File: config.mk
export PLATFORM = sky130hd
export DESIGN_NAME = imem_server
export DESIGN_NICKNAME = d
export VERILOG_FILES = /design/src/rtl/imem_server.sv
export SDC_FILE = /design/constraint.sdc
export NUM_CORES = 2
export LEC_CHECK = 0
export BUFFER_PORTS_ARGS = -buffer_cell sky130_fd_sc_hd__buf_4
export CAP_MARGIN = 10
export CORE_ASPECT_RATIO = 1.25
export CORE_MARGIN = 2
export CORE_UTILIZATION = 39
export CTS_BUF_LIST = sky130_fd_sc_hd__clkbuf_8
export DETAILED_ROUTE_END_ITERATION = 7
export GPL_ROUTABILITY_DRIVEN = 0
export MAX_ROUTING_LAYER = met4
export PLACE_DENSITY = 0.6
export SETUP_SLACK_MARGIN = 0.02
export SYNTH_ARGS = -nofsm -noshare
export SYNTH_HDL_FRONTEND = slang
export SYNTH_SLANG_ARGS = --single-unit
File: constraint.sdc
create_clock -name Clk -period 3.42 [get_ports Clk]
set_input_delay 0.171 -clock Clk [delete_from_list [all_inputs] [get_ports Clk]]
set_output_delay 0.171 -clock Clk [all_outputs]
set_load 0.01 [all_outputs]
File: src/rtl/imem_server.sv
// imem_server: multi-cycle instruction memory responder for the fetch stage.
// A request is accepted in IDLE, waits LATENCY cycles in WAIT, and answers
// with a one-cycle Ack in RESP. A side loader port programs the word array.
module imem_server #(
    parameter int DEPTH_LOG2 = 6,
    parameter int LATENCY    = 2
) (
    input  logic                  Clk,
    input  logic                  Clrn,
    input  logic                  Req,
    input  logic [31:0]           Addr,
    output logic                  Ack,
    output logic [31:0]           Inst,
    output logic                  Err,
    output logic                  Busy,
    input  logic                  WrEn,
    input  logic [DEPTH_LOG2-1:0] WrAddr,
    input  logic [31:0]           WrData
);

    localparam int DEPTH = 1 << DEPTH_LOG2;

    // Wait counter preload; unused (and forced to zero) for the zero-latency build.
    localparam logic [3:0] CNT_LOAD = (LATENCY == 0) ? 4'd0 : 4'(LATENCY - 1);

    typedef enum logic [1:0] {
        ST_IDLE = 2'b00,
        ST_WAIT = 2'b01,
        ST_RESP = 2'b10
    } state_t;

    state_t      state_r;
    state_t      state_nxt_s;
    logic [3:0]  cnt_r;
    logic [3:0]  cnt_nxt_s;
    logic [31:0] addr_q_r;
    logic        ack_r;
    logic        busy_r;
    logic        err_r;
    logic [31:0] inst_r;

    logic        accept_s;
    logic        capture_s;
    logic [31:0] cap_addr_s;
    logic        cap_err_s;
    logic [31:0] cap_word_s;

    // Storage is zero at power-up and deliberately not touched by Clrn.
    logic [31:0] mem_r [DEPTH] = '{default: 32'h0000_0000};

    // Fetch fault: misaligned byte address or any address bit above the array.
    function automatic logic fetch_fault(input logic [31:0] a);
        logic [31:0] hi;
        hi = a >> (DEPTH_LOG2 + 2);
        return (a[1:0] != 2'b00) || (hi != 32'h0000_0000);
    endfunction

    // Next-state, counter and capture-strobe decode.
    always_comb begin
        state_nxt_s = state_r;
        cnt_nxt_s   = cnt_r;
        accept_s    = 1'b0;
        capture_s   = 1'b0;
        case (state_r)
            ST_IDLE: begin
                if (Req) begin
                    accept_s = 1'b1;
                    if (LATENCY == 0) begin
                        state_nxt_s = ST_RESP;
                        cnt_nxt_s   = 4'd0;
                        capture_s   = 1'b1;
                    end else begin
                        state_nxt_s = ST_WAIT;
                        cnt_nxt_s   = CNT_LOAD;
                    end
                end else begin
                    state_nxt_s = ST_IDLE;
                end
            end
            ST_WAIT: begin
                if (cnt_r == 4'd0) begin
                    state_nxt_s = ST_RESP;
                    capture_s   = 1'b1;
                end else begin
                    state_nxt_s = ST_WAIT;
                    cnt_nxt_s   = cnt_r - 4'd1;
                end
            end
            ST_RESP: begin
                state_nxt_s = ST_IDLE;
            end
            default: begin
                state_nxt_s = ST_IDLE;
                cnt_nxt_s   = 4'd0;
            end
        endcase
    end

    // Capture address: with zero latency the capture edge is also the accepting
    // edge, so the live Addr is used instead of the not-yet-latched copy.
    always_comb begin
        cap_addr_s = addr_q_r;
        if (state_r == ST_IDLE) begin
            cap_addr_s = Addr;
        end else begin
            cap_addr_s = addr_q_r;
        end
    end

    // Response data: NOP with error flag on a fault, else the addressed word.
    always_comb begin
        cap_err_s  = fetch_fault(cap_addr_s);
        cap_word_s = 32'h0000_0000;
        if (cap_err_s) begin
            cap_word_s = 32'h0000_0000;
        end else begin
            cap_word_s = mem_r[cap_addr_s[DEPTH_LOG2+1:2]];
        end
    end

    // State, counter, latched address and registered response outputs.
    always_ff @(posedge Clk or negedge Clrn) begin
        if (!Clrn) begin
            state_r  <= ST_IDLE;
            cnt_r    <= 4'd0;
            addr_q_r <= 32'h0000_0000;
            ack_r    <= 1'b0;
            busy_r   <= 1'b0;
            inst_r   <= 32'h0000_0000;
            err_r    <= 1'b0;
        end else begin
            state_r <= state_nxt_s;
            cnt_r   <= cnt_nxt_s;
            ack_r   <= (state_nxt_s == ST_RESP);
            busy_r  <= (state_nxt_s != ST_IDLE);
            if (accept_s) begin
                addr_q_r <= Addr;
            end
            if (capture_s) begin
                inst_r <= cap_word_s;
                err_r  <= cap_err_s;
            end
        end
    end

    // Loader write port; a read on the same edge sees the old word.
    always_ff @(posedge Clk) begin
        if (WrEn && Clrn) begin
            mem_r[WrAddr] <= WrData;
        end
    end

    assign Ack  = ack_r;
    assign Busy = busy_r;
    assign Inst = inst_r;
    assign Err  = err_r;

endmodule

=== Word level (Yosys, flattened, before mapping) ===
Memories as Yosys holds them, arrays and structs flattened.
Cells that the tools add are included.

* Input bits: 74
* Logic and storage cells: 37
* Memories kept: 1
* Memory bits (writable): 2,048
* Register bits: 73

* Add/subtract/negate cells: 1
* Bitwise logic cells: 1
* Reductions and logical operators: 8
* Mux-type cells: 14
* Equal/unequal tests: 5

{| class="wikitable"
|+ Memories
! name !! depth !! width !! read ports !! clocked after Yosys merged registers in !! wr ports !! line !! text
|-
| mem_r || 64 || 32 || 1 || 0 || 1 || 49 || <nowiki>logic [31:0] mem_r [DEPTH] = '{default: 32'h0000_0000};</nowiki>
|}

{| class="wikitable"
|+ Operators by type and width
! kind !! number
|-
| 32-bit 2-to-1 mux || 2
|-
| 32-bit nonzero test || 1
|-
| 4-bit one-hot mux with 3 select lines || 1
|-
| 4-bit 2-to-1 mux || 2
|-
| 1-bit 2-to-1 mux || 7
|-
| 2-bit == test, second input constant || 2
|-
| 4-bit zero test || 1
|-
| 2-bit != test, second input constant || 2
|-
| 2-bit one-hot mux with 2 select lines || 1
|-
| 2-bit nonzero test || 2
|-
| 4-bit by 1-bit subtractor with 4-bit output, second input constant || 1
|-
| 3-bit AND reduction || 1
|-
| 2-bit by 1-bit == test with 1-bit output, second input constant || 1
|-
| 2-bit zero test || 1
|-
| 2-bit 2-to-1 mux || 1
|-
| 1-bit logical AND || 1
|-
| 1-bit logical OR || 1
|-
| 1-bit NOT || 1
|}

=== Depth between registers and ports, before layout ===
* Depth in word-level cells: 5
* Depth in mapped cells: 12

=== Worst setup path before layout ===
OpenSTA, ideal clock, no wires.

* Path type: input to register
* Start: in WrAddr[3]
* End: mem mem_r[10][0] (enable)
* Setup time: 0.421 ns
* Cell stages on the path: 4
* Setup slack: 0.648 ns
* Required time: 2.999 ns
* Arrival: 2.351 ns
* Path buffers: 2
* Cell sequence: clkbuf_1 > or3b_2 > clkbuf_1 > nor2_1

{| class="wikitable"
|+ RTL lines
! element !! line !! text
|-
| from (decl) || 17 || <nowiki>input logic [DEPTH_LOG2-1:0] WrAddr,</nowiki>
|-
| to (decl) || 49 ||
|}

Straight into the memory's write port.

=== Final worst setup path ===
* Start: reg state_r[0]
* End: reg inst_r[10] (netlist: Inst[10])

* Longest elaborated chain between the ends: 5
* Elaborated cells on any way between the ends: 9
* Classes of those cells: eq/ne (1); mux (3); reduce/logical (4); memory (1)

{| class="wikitable"
|+ Ends and longest elaborated chain
! element !! line !! text
|-
| from (decl) || 32 || <nowiki>state_t state_r;</nowiki>
|-
| from (signal assigned) || 132 || <nowiki>state_r <= state_nxt_s;</nowiki>
|-
| branches (longest 5 deep; another with memory 64 x 32 bit) || -- ||
|-
| to (signal assigned) || 140 || <nowiki>inst_r <= cap_word_s;</nowiki>
|-
| to (decl) || 40 || <nowiki>logic [31:0] inst_r;</nowiki>
|}

Parallel ways; which one is timed is not known.
A chain may end at the register's enable or synchronous reset.

==> out/results.md <==
Worst setup path
* 1.08 ns — Slowest Stage Delay on Critical Path
* reg2reg — startpoint-to-endpoint class of the critical path
* 4.25 ns — Critical Path AT
* clkbuf_4 > or2_1 > buf_4 > a31oi_2 > nor3_1 > nand2_2 > nor2_1 > a222oi_1 > o211ai_1 — series of cell instances along the critical path
* 2 — buffer and inverter count on the worst path
* 7 — worst-path maximum fanout
* 4.26 ns — data required time of the worst path
* state_r[0] — worst flop-to-flop path startpoint
* register — startpoint type of the worst setup path
* 9 — reg2reg path depth
* 0.02 ns — R2R setup slack
* Inst[10] — reg2reg end
* state_r[0] — launch point of the critical path
* compound AO/OA/AOI/OAI gates — top cell family by delay on the critical path
* a222oi_1 — Max stage delay cell, worst path
* register — sort of element at the end of the critical path

Synthesis
* 4.54% — post-synthesis mux area share
* 14.9 sq um — Mapped Avg Cell Area
* 5499 — Mapped Cells
* 0% — Synth Area in XOR/XNOR
* 2121 — post-synthesis register bit count
* 3.44% — share of async-settable or async-resettable flops after synthesis
* 2048 — Post-synth EDFFs
* 5.83% — share of the synthesized area in compound gates (AO/OA/AOI/OAI)
* 0 — synthesis warning total
* 82100 sq um — area of the mapped netlist
* 10.5% — simple-gate area share of the yosys netlist
* 77.1% — sequential-to-total area share from yosys stat
* simple AND/OR/NAND/NOR gates — main combinational cell family by area after synthesis
* edfxtp_1 — leading register cell type out of synthesis
* 5574 — number of nets produced by synthesis
* 66 — Distinct cells, synth
* 0.0152% — arithmetic-cell share of the synthesized area counting full adders, half adders and majority gates

Placed design
* 88900 sq um — cell area after placement
* 108 — Port Buffer Count
* -0.304 ns — worst-case setup slack after placement
* 139 mm — half-perimeter wire length of the detailed placement result

Layout
* 16.5% — layout cell share with drive strength beyond 1
* 17.1% — area growth from synthesis to final layout
* 45.9% — final core occ
* 18100 — number of fill cells
* 6148 — number of nets in the layout
* 96200 sq um — final std cell area, no fill

Floorplan
* 414 microns — die width
* 517 microns — overall die height
* 109 — num ports
* 39.2% — Starting Density
* 188 — number of standard-cell rows in the floorplan
* 210000 sq um — Core Region
* 214000 sq um — area of the die

STA
* 3.40 ns — minimum clock period
* 0.0187 ns — worst path setup slack after routing
* 0 — total setup violations reported at the end of the flow
* 294 MHz — achievable clock frequency
* 99.5% — final worst-path cycle share
* 0 ns — final total negative setup slack
* 0.0552 ns — Worst Clk Skew
* 12.2% — Worst slew margin
* 1.32 ns — transition time of the tightest slew-check pin
* 0 — Pins Over Slew Limit
* yes — unrepaired setup endpoints after global routing
* 0 — number of hold violations in the final report

CTS
* 5 — H-tree Lvls
* done — clock tree from TritonCTS
* 2121 — CTS Sinks
* 321 — number of buffers created by CTS
* 1.04 ns — clock latency of the later-clocked register in the worst-skew pair
* 4 — CTS Buffer Depth
* clkbuf_8 — root buffer cell
* 0.07 ns — Reg clk slew, reported paths

Drt
* 5.71 — Via density
* 0 — number of routed nets with antenna violations
* 5525 — DR iter-0 viols
* 249 mm — Routed WL
* 27.5 microns — Wirelength per Cell
* 0 — final routed DRC violation total
* 51600 — vias after detailed routing
* 6 — DRT Pass-1 Iters

GRT
* 0 — total gr overflow
* 51300 — vias in the first global route
* 12 — number of antenna violations at the first check in global routing
* 23.4% — global-route usage over all layers
* 65 — maximum number of pins on one net before global-route repair
* 357 mm — wire length of the first global-routing pass

Hold path
* in2reg — path type of the worst min-delay path
* WrAddr[4] — launch instance of the worst min-delay path
* mem_r[13][31] — Worst Hold End
* 3 — cell count of the worst hold path

Run status
* complete, no violations — run status

Power
* 32.5 nW — P_leak
* 824 nW/um^2 — power per unit of standard cell area
* 591 uV — Max rail drop VDD

Run
* 0 — max-cap viol count

how the worst max path moves through the flow:
stage | to | slack [ns] | cells past startpoint
6_report | Inst[10] | 0.02 | 9
5_1_grt | Inst[13] | -0.19 | 8
4_1_cts | Inst[13] | 0.03 | 9
3_5_place_dp | Inst[10] | -0.30 | 9
3_3_place_gp | Inst[10] | -0.31 | 9
2_1_floorplan | mem_r[10][0] | 0.65 | 4
registers in the layout (all words and copies together), names as in the netlist:
signal	count
addr_q_r	32
cnt_r	4
Busy	1
mem_r	2048
state_r	2
Inst	32
Ack	1
Err	1
cells in the final DEF, fill, tap and decap left out, types with 11 or more instances in the layout:
| master | Yosys | final |
|---|---|---|
| nand3_1 | 377 | 377 |
| edfxtp_1 | 2048 | 2048 |
| nor2_4 | 1 | 72 |
| a221oi_1 | 37 | 33 |
| or3_1 | 11 | 11 |
| and3_1 | 12 | 12 |
| a21oi_1 | 119 | 119 |
| a41o_1 | 18 | 16 |
| a222oi_1 | 17 | 17 |
| nor2_1 | 98 | 27 |
| nand2_1 | 1332 | 1329 |
| buf_12 | 1 | 83 |
| o311ai_0 | 12 | 12 |
| o21ai_0 | 22 | 22 |
| a31oi_1 | 168 | 165 |
| clkbuf_8 | 0 | 335 |
| clkinv_1 | 0 | 56 |
| mux4_2 | 18 | 18 |
| dlygate4sd3_1 | 0 | 113 |
| a32o_1 | 21 | 21 |
| a41oi_1 | 13 | 11 |
| mux2_2 | 58 | 58 |
| nand4_1 | 78 | 78 |
| a22oi_1 | 25 | 25 |
| inv_1 | 9 | 117 |
| buf_4 | 24 | 374 |
| o22ai_1 | 58 | 58 |
| dfrtp_1 | 73 | 71 |
| mux2i_1 | 265 | 265 |
| clkinv_2 | 0 | 26 |
| a32oi_1 | 102 | 102 |
| nor3_1 | 25 | 25 |
| nor4_1 | 35 | 35 |
per-layer routing:
layer | share of wire (%) | GRT usage, % | vias to the layer above
li1 | - | - | 22200
met4 | 3.9 | 9.49 | 0
met1 | 38 | 28.5 | 26500
met5 | 0 | - | -
met3 | 7.5 | 3.46 | 493
met2 | 50 | 39.4 | 2494
what timing repair did:
item,4_1_cts,5_1_grt
hold endpoints to repair,2318,0
pin swaps,11,12
setup endpoints to repair,5,19
gates cloned,7,2
resized for setup,13,20
setup buffers,12,14
hold buffers,113,0
report_power, final:
part           internal, mW  leakage [nW]  switching (mW)
combinational          11.2          9.86            20.1
clock                  9.39          3.25            9.53
sequential             28.8          19.3           0.230
total                  49.4          32.5            29.8
through the flow:
| stage | power, mW | instances | hold WS, ns |
|---|---|---|---|
| 2_1_floorplan | 46.8 | 5499 | -0.125 |
| 3_3_place_gp | 59.0 | 8358 | 0.407 |
| 3_5_place_dp | 59.2 | 8358 | 0.410 |
| 4_1_cts | 79.0 | 9031 | 0.0436 |
| 5_1_grt | 82.4 | 9051 | 0.116 |
| 6_report | 79.2 | 9052 | 0.133 |
worst register-to-register path: cells and delay by family (launching register included):
kind                   cells  cell delay [ns]
buffers and inverters      2             0.39
AOI/OAI and AO/OA          3             1.56
DFF                        1             0.48
and+or+nand+nor            4             0.80
cells in the mapped netlist, drive strengths merged (4+ instances only):
| library cell | n | share of area [%] |
|---|---|---|
| buf | 203 | 1.4 |
| mux4 | 18 | 0.49 |
| a211oi | 10 | 0.097 |
| nand3b | 5 | 0.046 |
| nand4 | 78 | 0.59 |
| a32o | 21 | 0.26 |
| mux2 | 58 | 0.80 |
| nor4 | 35 | 0.27 |
| dfrtp | 73 | 2.2 |
| nand2 | 1335 | 6.1 |
| o41ai | 8 | 0.085 |
| nor3 | 25 | 0.15 |
| o22ai | 58 | 0.44 |
| a2111oi | 4 | 0.043 |
| a21oi | 119 | 0.73 |
| a22oi | 25 | 0.23 |
| a41oi | 13 | 0.14 |
| a41o | 18 | 0.22 |
| a22o | 5 | 0.053 |
| and3 | 12 | 0.091 |
| nor2b | 7 | 0.053 |
| edfxtp | 2048 | 75 |
| o211ai | 10 | 0.091 |
| o21ai | 25 | 0.16 |
| a222oi | 17 | 0.21 |
| nor3b | 5 | 0.046 |
| mux2i | 266 | 3.2 |
| or3b | 6 | 0.067 |
| nand2b | 8 | 0.061 |
| or3 | 11 | 0.084 |
| a31oi | 168 | 1.3 |
| nor2 | 103 | 0.49 |
| nand3 | 377 | 2.3 |
| a32oi | 102 | 1.1 |
| and2 | 5 | 0.038 |
| inv | 9 | 0.041 |
| a2111o | 4 | 0.055 |
| o311ai | 13 | 0.14 |
| or4 | 4 | 0.037 |
| clkbuf | 136 | 0.62 |
| a221oi | 37 | 0.39 |
| o2111ai | 4 | 0.043 |
kinds of logic (layout without fill, tap and decap cells):
family,Yosys count,after routing
AND/OR/NAND/NOR,2018,2020
buffers and inverters,348,1138
multiplexers,342,342
flip-flops,2121,2121
adder cells (fa/ha/maj),1,1
other,0,6
AO/OA/AOI/OAI,669,669
layout make-up:
class	count	area [sq um]	share of cell area, %
well taps	2755	3450	3.58
flip-flops and latches	2121	63300	65.8
clock inverters	206	980	1.02
clock buffers	335	4610	4.79
multi-input cells	3032	17800	18.5
repair buffers	588	5960	6.20
diodes	6	15.0	0.0156
inverters	9	33.8	0.0351
Power figures use the tool's default switching activity.
